### src/rtl/cpu_pkg.sv
// Shared CPU definitions: fetch FSM state encoding and reset constants.
package cpu_pkg;

    typedef enum logic [1:0] {
        ST_IDLE = 2'd0,
        ST_REQ  = 2'd1,
        ST_DONE = 2'd2,
        ST_ERR  = 2'd3
    } ifetch_state_t;

    localparam logic [31:0] IR_RESET_DEFAULT = 32'h0000_0000;
    localparam logic [31:0] RESET_PC         = 32'h0000_3000;

    // Instruction fetches must be word aligned.
    function automatic logic word_aligned(input logic [1:0] lsb);
        return lsb == 2'b00;
    endfunction

endpackage

### src/rtl/ifetch_tmo.sv
// Wait-cycle counter for an outstanding instruction-memory request.
module ifetch_tmo #(
    parameter int unsigned TIMEOUT = 16
) (
    input  logic clk,
    input  logic rst,
    input  logic clear,
    input  logic enable,
    output logic expired
);

    localparam int unsigned   W    = (TIMEOUT > 2) ? $clog2(TIMEOUT) : 1;
    localparam logic [W-1:0]  LAST = W'(TIMEOUT - 1);

    logic [W-1:0] cnt;

    // Count REQ cycles without an acknowledge; restart on entry to REQ.
    always_ff @(posedge clk or negedge rst) begin
        if (!rst) begin
            cnt <= '0;
        end else if (clear) begin
            cnt <= '0;
        end else if (enable) begin
            cnt <= cnt + 1'b1;
        end
    end

    // This un-acked cycle brings the count to TIMEOUT.
    always_comb begin
        expired = enable && (cnt == LAST);
    end

endmodule

### src/rtl/ifetch.sv
// Instruction fetch unit: issues one memory request per fetch_go and loads IR.
module ifetch
    import cpu_pkg::*;
#(
    parameter int unsigned TIMEOUT  = 16,
    parameter logic [31:0] IR_RESET = IR_RESET_DEFAULT
) (
    input  logic        clk,
    input  logic        rst,
    input  logic [31:0] PC,
    input  logic        fetch_go,
    input  logic        flush,
    output logic        imem_req,
    output logic [31:0] imem_addr,
    input  logic        imem_ack,
    input  logic [31:0] imem_rdata,
    input  logic        imem_err,
    output logic [31:0] IR,
    output logic        ir_valid,
    output logic        busy,
    output logic        fetch_err,
    output logic [31:0] fetch_cnt
);

    ifetch_state_t state_q, state_d;
    logic          drop_q, drop_d;
    logic          tmo_clear, tmo_en, tmo_expired;
    logic          latch_addr, load_ir, set_err, clr_err;
    logic          discard;

    ifetch_tmo #(.TIMEOUT(TIMEOUT)) u_tmo (
        .clk     (clk),
        .rst     (rst),
        .clear   (tmo_clear),
        .enable  (tmo_en),
        .expired (tmo_expired)
    );

    // State and drop-flag registers.
    always_ff @(posedge clk or negedge rst) begin
        if (!rst) begin
            state_q <= ST_IDLE;
            drop_q  <= 1'b0;
        end else begin
            state_q <= state_d;
            drop_q  <= drop_d;
        end
    end

    // Next-state logic and per-cycle datapath controls.
    always_comb begin
        state_d    = state_q;
        drop_d     = drop_q;
        tmo_clear  = 1'b0;
        tmo_en     = 1'b0;
        latch_addr = 1'b0;
        load_ir    = 1'b0;
        set_err    = 1'b0;
        clr_err    = 1'b0;
        // A flush coinciding with the ack still discards the returned word.
        discard    = drop_q || flush;
        case (state_q)
            ST_IDLE: begin
                if (fetch_go) begin
                    if (word_aligned(PC[1:0])) begin
                        latch_addr = 1'b1;
                        clr_err    = 1'b1;
                        tmo_clear  = 1'b1;
                        drop_d     = 1'b0;
                        state_d    = ST_REQ;
                    end else begin
                        set_err = 1'b1;
                        state_d = ST_ERR;
                    end
                end
            end
            ST_REQ: begin
                if (imem_ack) begin
                    // Ack takes priority over a simultaneous timeout.
                    if (discard) begin
                        drop_d  = 1'b0;
                        state_d = ST_IDLE;
                    end else if (imem_err) begin
                        set_err = 1'b1;
                        state_d = ST_ERR;
                    end else begin
                        load_ir = 1'b1;
                        state_d = ST_DONE;
                    end
                end else begin
                    tmo_en = 1'b1;
                    if (tmo_expired) begin
                        drop_d = 1'b0;
                        if (discard) begin
                            state_d = ST_IDLE;
                        end else begin
                            set_err = 1'b1;
                            state_d = ST_ERR;
                        end
                    end else if (flush) begin
                        drop_d = 1'b1;
                    end
                end
            end
            ST_DONE: state_d = ST_IDLE;
            ST_ERR:  state_d = ST_IDLE;
            default: state_d = ST_IDLE;
        endcase
    end

    // Fetch address, instruction register, error flag and completion count.
    always_ff @(posedge clk or negedge rst) begin
        if (!rst) begin
            imem_addr <= '0;
            IR        <= IR_RESET;
            fetch_err <= 1'b0;
            fetch_cnt <= '0;
        end else begin
            if (latch_addr) imem_addr <= PC;
            if (load_ir) begin
                IR        <= imem_rdata;
                fetch_cnt <= fetch_cnt + 32'd1;
            end
            if (set_err) fetch_err <= 1'b1;
            else if (clr_err) fetch_err <= 1'b0;
        end
    end

    // Outputs decoded from the registered state, so reset clears them at once.
    always_comb begin
        imem_req = (state_q == ST_REQ);
        ir_valid = (state_q == ST_DONE);
        busy     = (state_q != ST_IDLE);
    end

endmodule

### config.mk
export PLATFORM = sky130hd
export DESIGN_NAME = ifetch
export DESIGN_NICKNAME = d
export VERILOG_FILES = /design/src/rtl/cpu_pkg.sv /design/src/rtl/ifetch_tmo.sv /design/src/rtl/ifetch.sv
export SDC_FILE = /design/constraint.sdc
export NUM_CORES = 1
export LEC_CHECK = 0
export ABC_AREA = 1
export CORE_MARGIN = 3
export CORE_UTILIZATION = 40
export DETAILED_ROUTE_END_ITERATION = 6
export PLACE_DENSITY = 0.77
export SYNTH_ARGS = -nofsm -noshare
export SYNTH_HDL_FRONTEND = slang
export SYNTH_SLANG_ARGS = --single-unit
### constraint.sdc
create_clock -name clk -period 1.8 [get_ports clk]
set_input_delay 0.36 -clock clk [delete_from_list [all_inputs] [get_ports clk]]
set_output_delay 0.36 -clock clk [all_outputs]
set_load 0.005 [all_outputs]
## After elaboration in Yosys (flattened, before gate mapping)

Cells that the tools add are included.

- Flip-flop bits (word level): 104
- Latch bits: 0
- RAM bits: 0
- Memory bits (read-only): 0
- Word-level logic and storage cells: 65
- Memories kept: 0

- Add/subtract/negate cells: 2
- $mul: 0
- Divide/modulo/power cells: 0
- $lt $le $gt $ge: 0
- Equality and inequality tests: 9
- Shift operators: 0
- Muxes and demuxes: 36
- Bitwise operators: 0
- Reductions and logical operators: 11

Operators with widths:

| operator | count |
|---|---|
| 32-bit by 1-bit adder with 32-bit output, second input constant | 1 |
| 1-bit two-way mux | 25 |
| 2-bit two-way mux | 6 |
| 4-bit two-way mux | 2 |
| 2-bit nonzero test | 4 |
| 2-bit case mux with 3 select lines | 1 |
| 5-bit AND reduction | 1 |
| 4-bit by 1-bit adder with 4-bit output, second input constant | 1 |
| 2-bit equality test, second input constant | 2 |
| 4-bit equality test, second input constant | 1 |
| 2-bit logical NOT | 2 |
| 2-bit inequality test, second input constant | 2 |
| 4-bit by 2-bit inequality test with 1-bit output, second input constant | 1 |
| 1-bit case mux with 2 select lines | 2 |
| 3-bit by 1-bit inequality test with 1-bit output, second input constant | 1 |
| 3-bit by 2-bit inequality test with 1-bit output, second input constant | 1 |
| 2-bit by 1-bit equality test with 1-bit output, second input constant | 1 |
| 2-bit AND reduction | 1 |
| 2-bit OR reduction | 1 |
| 1-bit logical AND | 1 |
| 1-bit logical OR | 1 |

## Logic depth before layout (Yosys ltp)

Gate-level depths: netlist of run 1.

- Depth after elaboration: 7
- Mapped depth: 9
- Mapped depth without buffers: 9

## By module

A second synthesis of run 1 with hierarchy kept.

- Cell total of the unflattened synthesis: 575
- Area, all modules: 4718.3 um2

Modules (own cells, without submodules):

| module | instances | cells each | area each (um2) | sequential area each (um2) |
|---|---|---|---|---|
| ifetch | 1 | 548 | 4496.8 | 2502.4 |
| ifetch_tmo | 1 | 27 | 221.5 | 100.1 |

## Least setup slack after synthesis of run 1

No wires, ideal clock.

- Kind: reg-to-reg
- From: register fetch_cnt[1]
- To: register fetch_cnt[18]
- Arrival time: 1.216 ns
- Required time: 1.679 ns
- Path slack: 0.463 ns
- Stages on the path, launching flop included: 8
- Path buffers: 0
- Clock period less this slack: 1.337 ns
- Cells stage by stage: dfrtp_1 > ha_1 > inv_1 > nor2_1 > nand3b_1 > nor2_2 > nand2_1 > xor2_1

- Word-level cells in the longest chain between the ends: 1

Ends and longest elaborated chain:

| item | RTL line | source |
|---|---|---|
| start: declaration | ifetch.sv:22 | `output logic [31:0] fetch_cnt` |
| start signal: assignment | ifetch.sv:122 | `fetch_cnt <= fetch_cnt + 32'd1;` |
| 32-bit by 1-bit adder with 32-bit output | ifetch.sv:122 |  |

Every way passes these cells.
A chain may end at the register's enable or synchronous reset.

## Worst setup path in the final report of run 1

- From: register fetch_cnt[15]
- To: output port fetch_cnt[15]

No word-level cell between the ends.

==> results of run 1 <==
[placed cells by master (no fill, tap or decap), types with 2 or more instances in the layout]
cell,synthesis,routed
a21oi_1,3,3
o21ai_1,2,2
clkbuf_16,0,9
nor2_4,3,3
ha_1,2,2
clkdlybuf4s50_1,0,165
o21ai_0,4,4
xnor2_1,6,6
nand3b_1,4,4
dfrtp_1,104,104
nor3_1,2,2
inv_2,3,3
inv_1,45,45
buf_12,0,4
nand3_1,27,27
nand4_1,15,15
nand2_1,274,274
nor2_2,7,8
xor2_1,11,11
buf_4,1,16
dlygate4sd2_1,0,2
nor2_1,42,41
[registers in the layout (all words and copies together), names as in the netlist]
name and count:
imem_addr 32, drop_q 1, fetch_cnt 32, u_tmo.cnt 4, state_q 2, IR 32
fetch_err 1
[cell usage after synthesis, drive strengths merged]
master	n	area (sq um)
ha	2	25.0
nor3	2	10.0
nand2	276	1050
xnor2	6	52.6
clkbuf	3	11.3
a21boi	1	7.51
o211ai	1	7.51
nand3	28	145
nand3b	4	30.0
o21bai	1	7.51
o21ai	6	30.0
nor2	52	235
and3	1	6.26
o211a	1	10.0
dfrtp	104	2600
xor2	11	96.3
buf	10	50.1
nand4	15	93.8
inv	48	180
a21oi	3	15.0
[timing repair]
item,4_1_cts,5_1_grt
pin swaps,1,0
endpoints found under the setup margin,2,1
resized for setup,3,1
buffers inserted,2,0
[cell type report]
class,count,area (sq um),area share [%]
multi-input combinational,410,1820,26.2
inverter,48,180,2.59
tap,140,175,2.52
sequential,104,2600,37.5
clock buffer,11,243,3.49
clock inverter,3,43.8,0.630
timing repair buffer,188,1880,27.1
[stage by stage]
step / setup WS, ps / TNS, ps / cells
final: 62.1 / 0 / 904
after global placement: -37.6 / -64.9 / 888
after CTS: 38.9 / 0 / 904
after global routing: 6.85 / 0 / 904
after floorplan: 463 / 0 / 575
after detailed placement: -64.0 / -365 / 888
[routing by layer]
| metal | GRT usage [%] | vias to the layer above | part of all wire (%) |
|---|---|---|---|
| li1 | - | 2140 | - |
| met1 | 25.7 | 1999 | 42 |
| met2 | 35.4 | 110 | 50 |
| met3 | 4.77 | 13 | 5.8 |
| met4 | 7.44 | 0 | 1.5 |
| met5 | 0 | - | 0 |
[cells by family (layout without fill, tap and decap cells)]
group,Yosys count,in the layout
adders and majority gates,2,2
AOI/OAI and AO/OA,13,13
DFF,104,104
xor gates and xnor gates,17,17
buffers and inverters,61,250
and+or+nand+nor,378,378
[power groups by stage]
stage          sequential [mW]  combinational, mW  clock (mW)
6_report                  3.61               3.11        1.93
4_1_cts                   3.61               3.16        1.98
3_3_place_gp              3.59               3.06           0
5_1_grt                   3.72               3.43        2.08
2_1_floorplan             3.65              0.977           0
3_5_place_dp              3.61               3.13           0
[final timing paths]
check / cells after the start / from / end / slack (ps)
min reg2reg: 2 / imem_addr[0]$_DFFE_PN0P_ / imem_addr[0]$_DFFE_PN0P_ / 470
max reg2reg: 9 / fetch_cnt[1]$_DFFE_PN0P_ / fetch_cnt[16]$_DFFE_PN0P_ / 200
max in group asynchronous: 2 / rst / fetch_cnt[0]$_DFFE_PN0P_ / 1310
min: 2 / rst / imem_addr[10]$_DFFE_PN0P_ / 80
min in group clk: 2 / imem_addr[0]$_DFFE_PN0P_ / imem_addr[0]$_DFFE_PN0P_ / 470
max: 1 / fetch_cnt[15]$_DFFE_PN0P_ / fetch_cnt[15] / 60
==> run_results.csv, run 1 <==
group,metric,value,unit
worst_setup_path,crit_slowest_cell,"clkdlybuf4s50_1",
timing,final-setup-viol-count,0,
cts,numCtsBuffers,9,
route,drt_iter0_markers,204,
status,outcome,"finished, final reports clean",
logic_synthesis,syn_avg_cell_area,8.11,sq um
cts,clk_pin_slew,70,ps
placed_design,place_area,6640,sq um
timing,fin_skew,7.93,ps
logic_synthesis,synth_warnings,0,
global_route,grt_max_degree,105,
power,p_sw,2.55,mW
job,drv_cap,0,
power,p_leak,3.41,nW
logic_synthesis,synth_compound_area_share,1.66,%
worst_setup_path,crit_family,"buffers and inverters",
logic_synthesis,synth_xor_area_share,3.19,%
finish,diodes,0,
floorplanning,die_area,13000,sq um
finish,utilization,62.4,%
route,wl_per_cell,14.0,um
route,avgViaCountPerCell,4.71,
logic_synthesis,yosys.area_share.adder,0.537,%
power,power_density,1250,nW/um^2
cts,postCtsHoldBufs,0,
logic_synthesis,yosys.area_share.simple,33.6,%
finish,final_nets,833,
global_route,track_usage,20.7,%
route,ant_nets,0,
logic_synthesis,ys_ff_latch,104,
cts,clock-root-buffer,"clkbuf_16",
floorplanning,start_util,41.9,%
finish,syn_to_final_growth,49.0,%
finish,drive_above_1_share,6.54,%
timing,report.final.slew_viol_count,0,
timing,finalCritPeriodShare,96.5,%
worst_setup_path,end_kind,"output pin",
logic_synthesis,synthMuxAreaShare,0,%
worst_setup_path,worstPathRequired,1440,ps
min_path,hold_class,"input pin to async pin",
worst_setup_path,critical_path.max_stage_delay,550,ps
placed_design,gp_congestion,0.870,
finish,fillers,957,
floorplanning,core,11100,sq um
timing,slew_headroom,63.6,%
logic_synthesis,syn_area,4660,sq um
timing,tightest_slew,545,ps
route,drc_errors,0,
timing,rsz0062_at_grt,"no",
cts,clockBufferDepth,2,
power,clock_power_share,22.3,%
logic_synthesis,synth.distinct_cells,29,
power,power_frac_seq,41.7,%
route,firstDrtPassIters,4,
finish,final_area,6950,sq um
worst_setup_path,critPathBufInv,1,
timing,hold_viol_final,0,
floorplanning,ioPinCount,170,
power,p_comb_share,36.0,%
cts,clk_latency,340,ps
cts,cts.sinks,104,
floorplanning,rows,38,
global_route,antenna_found_initial,0,
floorplanning,die_h,114,um
power,ir_drop,695,uV
worst_setup_path,critical_path.startpoint_type,"register",
cts,htreeDepth,3,
logic_synthesis,synthCells,575,
worst_setup_path,crit_path_cell_trace,"clkdlybuf4s50_1",
route,drt_wl_total,12.6,mm
cts,cts_tree,"done",
worst_setup_path,cp_max_fo,7,
logic_synthesis,synth_nets,647,
floorplanning,die_w,114,um
timing,timing.fmax,0.575,GHz
route,vias,4262,
power,p_int,6.10,mW
timing,hold_slack,80.4,ps
global_route,grt-ovfl-total,0,
worst_setup_path,critPathKind,"register to output pin",
worst_setup_path,critical_path_arrival,1380,ps
logic_synthesis,synth_top_family_by_area,"simple AND/OR/NAND/NOR gates",
logic_synthesis,ys_seq_area_share,55.8,%
power,p_total,8.65,mW
placed_design,hpwl,9.36,mm
power,swShare,29.5,%
global_route,grt_pass1_vias,4454,
placed_design,port_buffers,169,
timing,finalCriticalPeriod,1740,ps
global_route,grt_pass1_wl,21.5,mm
No activity file was read; power rests on OpenSTA's default activity.
==> inputs of run 2 (changes only) <==
CORE_MARGIN = 5   (was 3)
CORE_UTILIZATION = 39   (was 40)
PLACE_DENSITY = 0.75   (was 0.77)
==> run 2 against run 1 <==
First-iteration DRC count grew 18%; sequential cell count is the same; critical path type unchanged; non-clock buffer count grew 3; critical endpoint is now fetch_cnt[14].
==> run_results.csv, run 2 (synthesis gave the netlist of run 1 again) <==
group,metric,value,unit
timing,slew_headroom,70.2,%
cts,clock-root-buffer,"clkbuf_16",
timing,final-setup-viol-count,0,
cts,cts_tree,"done",
cts,clk_pin_slew,70,ps
cts,numCtsBuffers,9,
route,ant_nets,0,
finish,syn_to_final_growth,50.9,%
timing,timing.fmax,0.571,GHz
floorplanning,core,11900,sq um
route,drt_iter0_markers,241,
worst_setup_path,reg2regPathDepth,9,
min_path,hold_class,"register to register",
route,vias,4357,
worst_setup_path,cp_max_fo,6,
route,wl_per_cell,14.0,um
timing,report.final.slew_viol_count,0,
power,p_int,6.22,mW
cts,cts.sinks,104,
floorplanning,ioPinCount,170,
power,p_sw,2.61,mW
finish,layout_top_registers,"IR x32, fetch_cnt x32, imem_addr x32",
timing,finalCritPeriodShare,97.3,%
status,outcome,"finished, final reports clean",
floorplanning,die_area,14200,sq um
route,firstDrtPassIters,4,
finish,regArea,2600,sq um
global_route,track_usage,18.8,%
finish,diodes,0,
global_route,grt_max_degree,40,
power,p_leak,3.45,nW
power,power_density,1250,nW/um^2
finish,final_nets,836,
finish,drive_above_1_share,7.16,%
floorplanning,die_w,119,um
global_route,grt-ovfl-total,0,
timing,fin_skew,6.74,ps
worst_setup_path,crit_slowest_cell,"clkdlybuf4s50_1",
worst_setup_path,critical_path.startpoint_type,"register",
worst_setup_path,crit_path_cell_trace,"clkdlybuf4s50_1",
floorplanning,die_h,119,um
route,avgViaCountPerCell,4.76,
power,power_frac_seq,40.9,%
floorplanning,rows,40,
finish,utilization,59.3,%
worst_setup_path,critical_path_arrival,1390,ps
cts,htreeDepth,3,
finish,multi_input_area,1830,sq um
power,p_comb_share,35.4,%
placed_design,port_buffers,169,
placed_design,gp_congestion,0.875,
worst_setup_path,worst-path-stages,1,
route,drc_errors,0,
cts,clk_latency,340,ps
worst_setup_path,end_kind,"output pin",
worst_setup_path,critical_path.max_stage_delay,560,ps
power,clock_power_share,23.7,%
global_route,grt_pass1_wl,21.9,mm
finish,final_common_cell,"nand2_1",
cts,clockBufferDepth,2,
worst_setup_path,worstPathRequired,1440,ps
worst_setup_path,critPathKind,"register to output pin",
route,drt_wl_total,12.9,mm
global_route,grt_pass1_vias,4516,
finish,final_cell_mix,"nand2_1 (274), clkdlybuf4s50_1 (165), dfrtp_1 (104)",
finish,fillers,1046,
timing,hold_viol_final,0,
power,swShare,29.6,%
timing,finalCriticalPeriod,1750,ps
worst_setup_path,critPathBufInv,1,
timing,hold_slack,478,ps
timing,rsz0062_at_grt,"no",
job,drv_cap,0,
global_route,antenna_found_initial,0,
power,ir_drop,659,uV
placed_design,hpwl,9.87,mm
floorplanning,start_util,39.3,%
min_path,hold-path-cell-count,2,
timing,tightest_slew,447,ps
worst_setup_path,crit_family,"buffers and inverters",
## run 2: layout make-up
class / count / share of cell area (%)
multi-input cells: 410 / 26.1
well taps: 147 / 2.61
repair buffers: 191 / 27.3
clock buffers: 9 / 3.20
inverters: 48 / 2.56
clock inverters: 6 / 1.30
flip-flops and latches: 104 / 37.0
## run 2: metrics by stage
step	area (sq um)	instances	total power, mW	setup TNS, ps	worst slack, ps
after floorplan	4660	575	4.63	0	463
after global placement	6680	897	6.67	-890	-35.6
after detailed placement	6680	897	6.77	-2220	-86.8
after CTS	7010	913	8.91	-9.38	-9.38
after global routing	7040	915	9.40	0	5.63
final	7040	915	8.83	0	49.1
## run 2: final timing paths
path | end | startpoint | slack (ps)
worst max-delay path | fetch_cnt[14] | fetch_cnt[14]$_DFFE_PN0P_ | 50
max in group asynchronous | IR[21]$_DFFE_PN0P_ | rst | 730
worst max register to register | fetch_cnt[16]$_DFFE_PN0P_ | fetch_cnt[1]$_DFFE_PN0P_ | 190
worst min register to register | imem_addr[20]$_DFFE_PN0P_ | imem_addr[20]$_DFFE_PN0P_ | 480
min in group asynchronous | fetch_cnt[8]$_DFFE_PN0P_ | rst | 510
worst min-delay path | imem_addr[20]$_DFFE_PN0P_ | imem_addr[20]$_DFFE_PN0P_ | 480
## run 2: repair_timing
action,in CTS,in global routing
hold buffers,1,0
endpoints found under the hold margin,31,0
resized for setup,4,3
endpoints found under the setup margin,2,3
buffers inserted,0,2
## run 2: power by group through the flow
stage          clock (mW)  combinational [mW]  sequential (mW)
2_1_floorplan           0               0.977             3.65
3_5_place_dp            0                3.15             3.63
3_3_place_gp            0                3.06             3.61
6_report             2.09                3.12             3.61
5_1_grt              2.23                3.45             3.72
4_1_cts              2.14                3.15             3.62
## run 2: layer usage
layer | vias to the layer above | wire length (um) | share of wire [%] | GRT usage [%]
met5 | - | 0 | 0 | 0
met3 | 22 | 624 | 4.9 | 3.13
met1 | 2050 | 5300 | 41 | 23.3
li1 | 2154 | - | - | -
met2 | 131 | 6570 | 51 | 32.3
met4 | 0 | 358 | 2.8 | 8.38
## run 2: worst reg2reg max path, stage by stage, from the launching register on
cell and delay [ps]:
dfrtp_1 420, ha_1 200, inv_1 70, nor2_2 170, nand2_1 100, nor2_1 200, nand2_1 130, o21bai_1 150
nand2_1 60, inv_1 50
==> inputs of run 3 (changes only) <==
ABC_AREA = default   (was 1)
PLACE_DENSITY = 0.8   (was 0.75)
clock period = 1.6 ns   (was 1.8 ns; I/O delays follow)
==> run 3 against run 2 <==
The run now ends with negative setup slack left; power increased by 11%; cell area increased by 12%; via count decreased by 2.7%; synthesized cell count decreased by 21%; worst hold slack got worse by 76 ps; sequential share of layout area decreased by 3.9 points; clock power decreased by 12%; critical endpoint is now fetch_cnt[21]$_DFFE_PN0P_; largest cell class is now buffers; largest power group is now combinational cells.
==> run_results.csv, run 3 <==
group,metric,value,unit
global_route,grt_pass1_vias,4325,
logic_synthesis,synth_nets,527,
logic_synthesis,postSynth.asyncResetShare,100,%
timing,finalCritPeriodShare,116,%
logic_synthesis,synth_edf_count,0,
route,drc_errors,0,
timing,final-setup-viol-count,43,
floorplanning,core,10800,sq um
logic_synthesis,ys_seq_area_share,60.1,%
worst_setup_path,critPathKind,"input pin to register",
cts,clock-root-buffer,"clkbuf_8",
global_route,track_usage,19.8,%
global_route,grt_pass1_wl,21.1,mm
cts,cts.sinks,104,
global_route,antenna_found_initial,0,
finish,layout_top_registers,"IR x32, fetch_cnt x32, imem_addr x32",
timing,finalCriticalPeriod,1850,ps
status,violations,"negative setup slack",
finish,diodes,0,
placed_design,pre_cts_ws,-542,ps
floorplanning,ioPinCount,170,
floorplanning,die_h,115,um
logic_synthesis,synth_top_flop_cell,"dfrtp_1",
worst_setup_path,cp_max_fo,5,
timing,hold_slack,402,ps
global_route,grt-ovfl-total,0,
logic_synthesis,synthCells,455,
global_route,grt_max_degree,46,
status,outcome,"finished with violations",
route,wl_per_cell,16.5,um
power,ir_drop,743,uV
logic_synthesis,syn_avg_cell_area,9.52,sq um
finish,syn_to_final_growth,81.7,%
timing,timing.fmax,0.540,GHz
placed_design,hpwl,8.82,mm
logic_synthesis,synth_top_cell_by_area,"dfrtp_1",
logic_synthesis,yosysMostFrequentCell,"nand2_1",
cts,clk_pin_slew,100,ps
logic_synthesis,synth_warnings,0,
route,avgViaCountPerCell,4.89,
job,drv_cap,0,
logic_synthesis,syn_area,4330,sq um
timing,tightest_slew,491,ps
finish,final_common_cell,"nand2_1",
placed_design,gp_congestion,0.781,
cts,cts_tree,"done",
cts,clockBufferDepth,2,
min_path,hold_class,"input pin to async pin",
route,ant_nets,0,
route,drt_iter0_markers,180,
logic_synthesis,synth_top_area_share,60.1,%
route,firstDrtPassIters,4,
logic_synthesis,ys_ff_latch,104,
logic_synthesis,synth.distinct_cells,31,
finish,drive_above_1_share,27.9,%
floorplanning,start_util,39.9,%
worst_setup_path,end_kind,"register",
worst_setup_path,critical_path_arrival,2130,ps
finish,final_cell_mix,"nand2_1 (161), dfrtp_1 (104), clkdlybuf4s50_1 (97)",
timing,finalSetupTns,-4110,ps
timing,fin_ws,-251,ps
timing,slew_headroom,67.1,%
cts,clk_latency,360,ps
floorplanning,die_w,115,um
cts,htreeDepth,3,
power,power_density,1240,nW/um^2
timing,hold_viol_final,0,
placed_design,port_buffers,169,
finish,utilization,72.6,%
finish,final_nets,794,
worst_setup_path,worstPathRequired,1880,ps
finish,fillers,730,
finish,fin_cells,867,
timing,rsz0062_at_grt,"yes",
route,drt_wl_total,14.3,mm
timing,report.final.slew_viol_count,0,
worst_setup_path,critical_path.startpoint_type,"input pin",
floorplanning,rows,38,
placed_design,placedCellCount,785,
power,p_leak,4.72,nW
route,vias,4241,
cts,numCtsBuffers,9,
logic_synthesis,synth_area_leaders,"dfrtp_1 (60%), nand2_1 (18%), xor2_1 (4.2%)",
timing,fin_skew,9.84,ps
logic_synthesis,synthTopCellsByCount,"nand2_1 (206), dfrtp_1 (104), xor2_1 (21)",
floorplanning,die_area,13300,sq um
[run 3: changes by cell type after synthesis, moves of 5 or more]
cell,before,now
nor2_1,42,15
nor3_1,2,11
nand4_1,15,9
clkbuf_1,3,12
nand2_1,274,206
nor4_1,0,8
xor2_1,11,21
and4_1,0,5
inv_1,45,7
xnor2_1,6,13
buf_2,7,0
nor2_2,7,0
nand3_1,27,9
[run 3: kinds of logic (layout without fill, tap and decap cells)]
| kind of cell | after synthesis | count (layout) | synth area share [%] |
|---|---|---|---|
| buffers and inverters | 23 | 294 | 2.43 |
| xor gates and xnor gates | 34 | 34 | 6.88 |
| muxes | 1 | 1 | 0.231 |
| AOI/OAI and AO/OA | 9 | 9 | 1.07 |
| DFF | 104 | 104 | 60.1 |
| and+or+nand+nor | 282 | 283 | 28.7 |
| adders and majority gates | 2 | 2 | 0.578 |
[run 3: worst max-delay path, stage by stage]
cell             delay (ps)
clkdlybuf4s50_1         470
nor4b_4                 390
buf_4                   190
nand4_4                 150
buf_4                   210
nor4_4                  160
xor2_1                  220
[run 3: layout make-up]
cell class,instances,area [sq um],area share (%)
flip-flops and latches,104,2600,33.1
repair buffers,271,2730,34.7
multi-input cells,329,2110,26.8
inverters,7,28.8,0.366
clock buffers,11,141,1.80
well taps,140,175,2.23
clock inverters,5,80.1,1.02
[run 3: per-layer routing]
layer  up-vias  part of all wire [%]  GRT usage [%]
met4         0                   2.3           6.96
li1       1998                     -              -
met1      2064                    38           24.1
met3        29                   6.9           5.11
met2       150                    53           34.1
met5         -                     0              0
[run 3: path summary, 6_finish.rpt]
path / startpoint / to / slack, ps / cells past startpoint
max in group asynchronous: rst / imem_addr[30]$_DFFE_PN0P_ / 630 / 3
min in group clk: IR[7]$_DFFE_PN0P_ / IR[7]$_DFFE_PN0P_ / 470 / 2
min: rst / fetch_cnt[27]$_DFFE_PN0P_ / 400 / 2
max reg2reg: state_q[1]$_DFFE_PN0P_ / fetch_cnt[21]$_DFFE_PN0P_ / -250 / 7
min reg2reg: IR[7]$_DFFE_PN0P_ / IR[7]$_DFFE_PN0P_ / 470 / 2
max: flush / fetch_cnt[21]$_DFFE_PN0P_ / -250 / 7
[run 3: through the flow]
stage	total power, mW	cell area [sq um]
after floorplan	5.01	4350
after global placement	7.25	6490
after detailed placement	7.38	6490
after CTS	9.36	7090
after global routing	10.4	7870
final	9.79	7870
[run 3: timing repair]
action | CTS | global route
endpoints found under the setup margin | 79 | 127
endpoints found under the hold margin | 23 | 0
buffers inserted | 28 | 33
pin swaps | 9 | 60
gates cloned | 2 | 3
hold buffers | 1 | 0
resized for setup | 51 | 149
[run 3: power by group]
group | internal (mW) | total, mW | switching (mW)
combinational | 2.43 | 4.04 | 1.61
clock | 0.923 | 1.83 | 0.907
sequential | 3.45 | 3.92 | 0.469
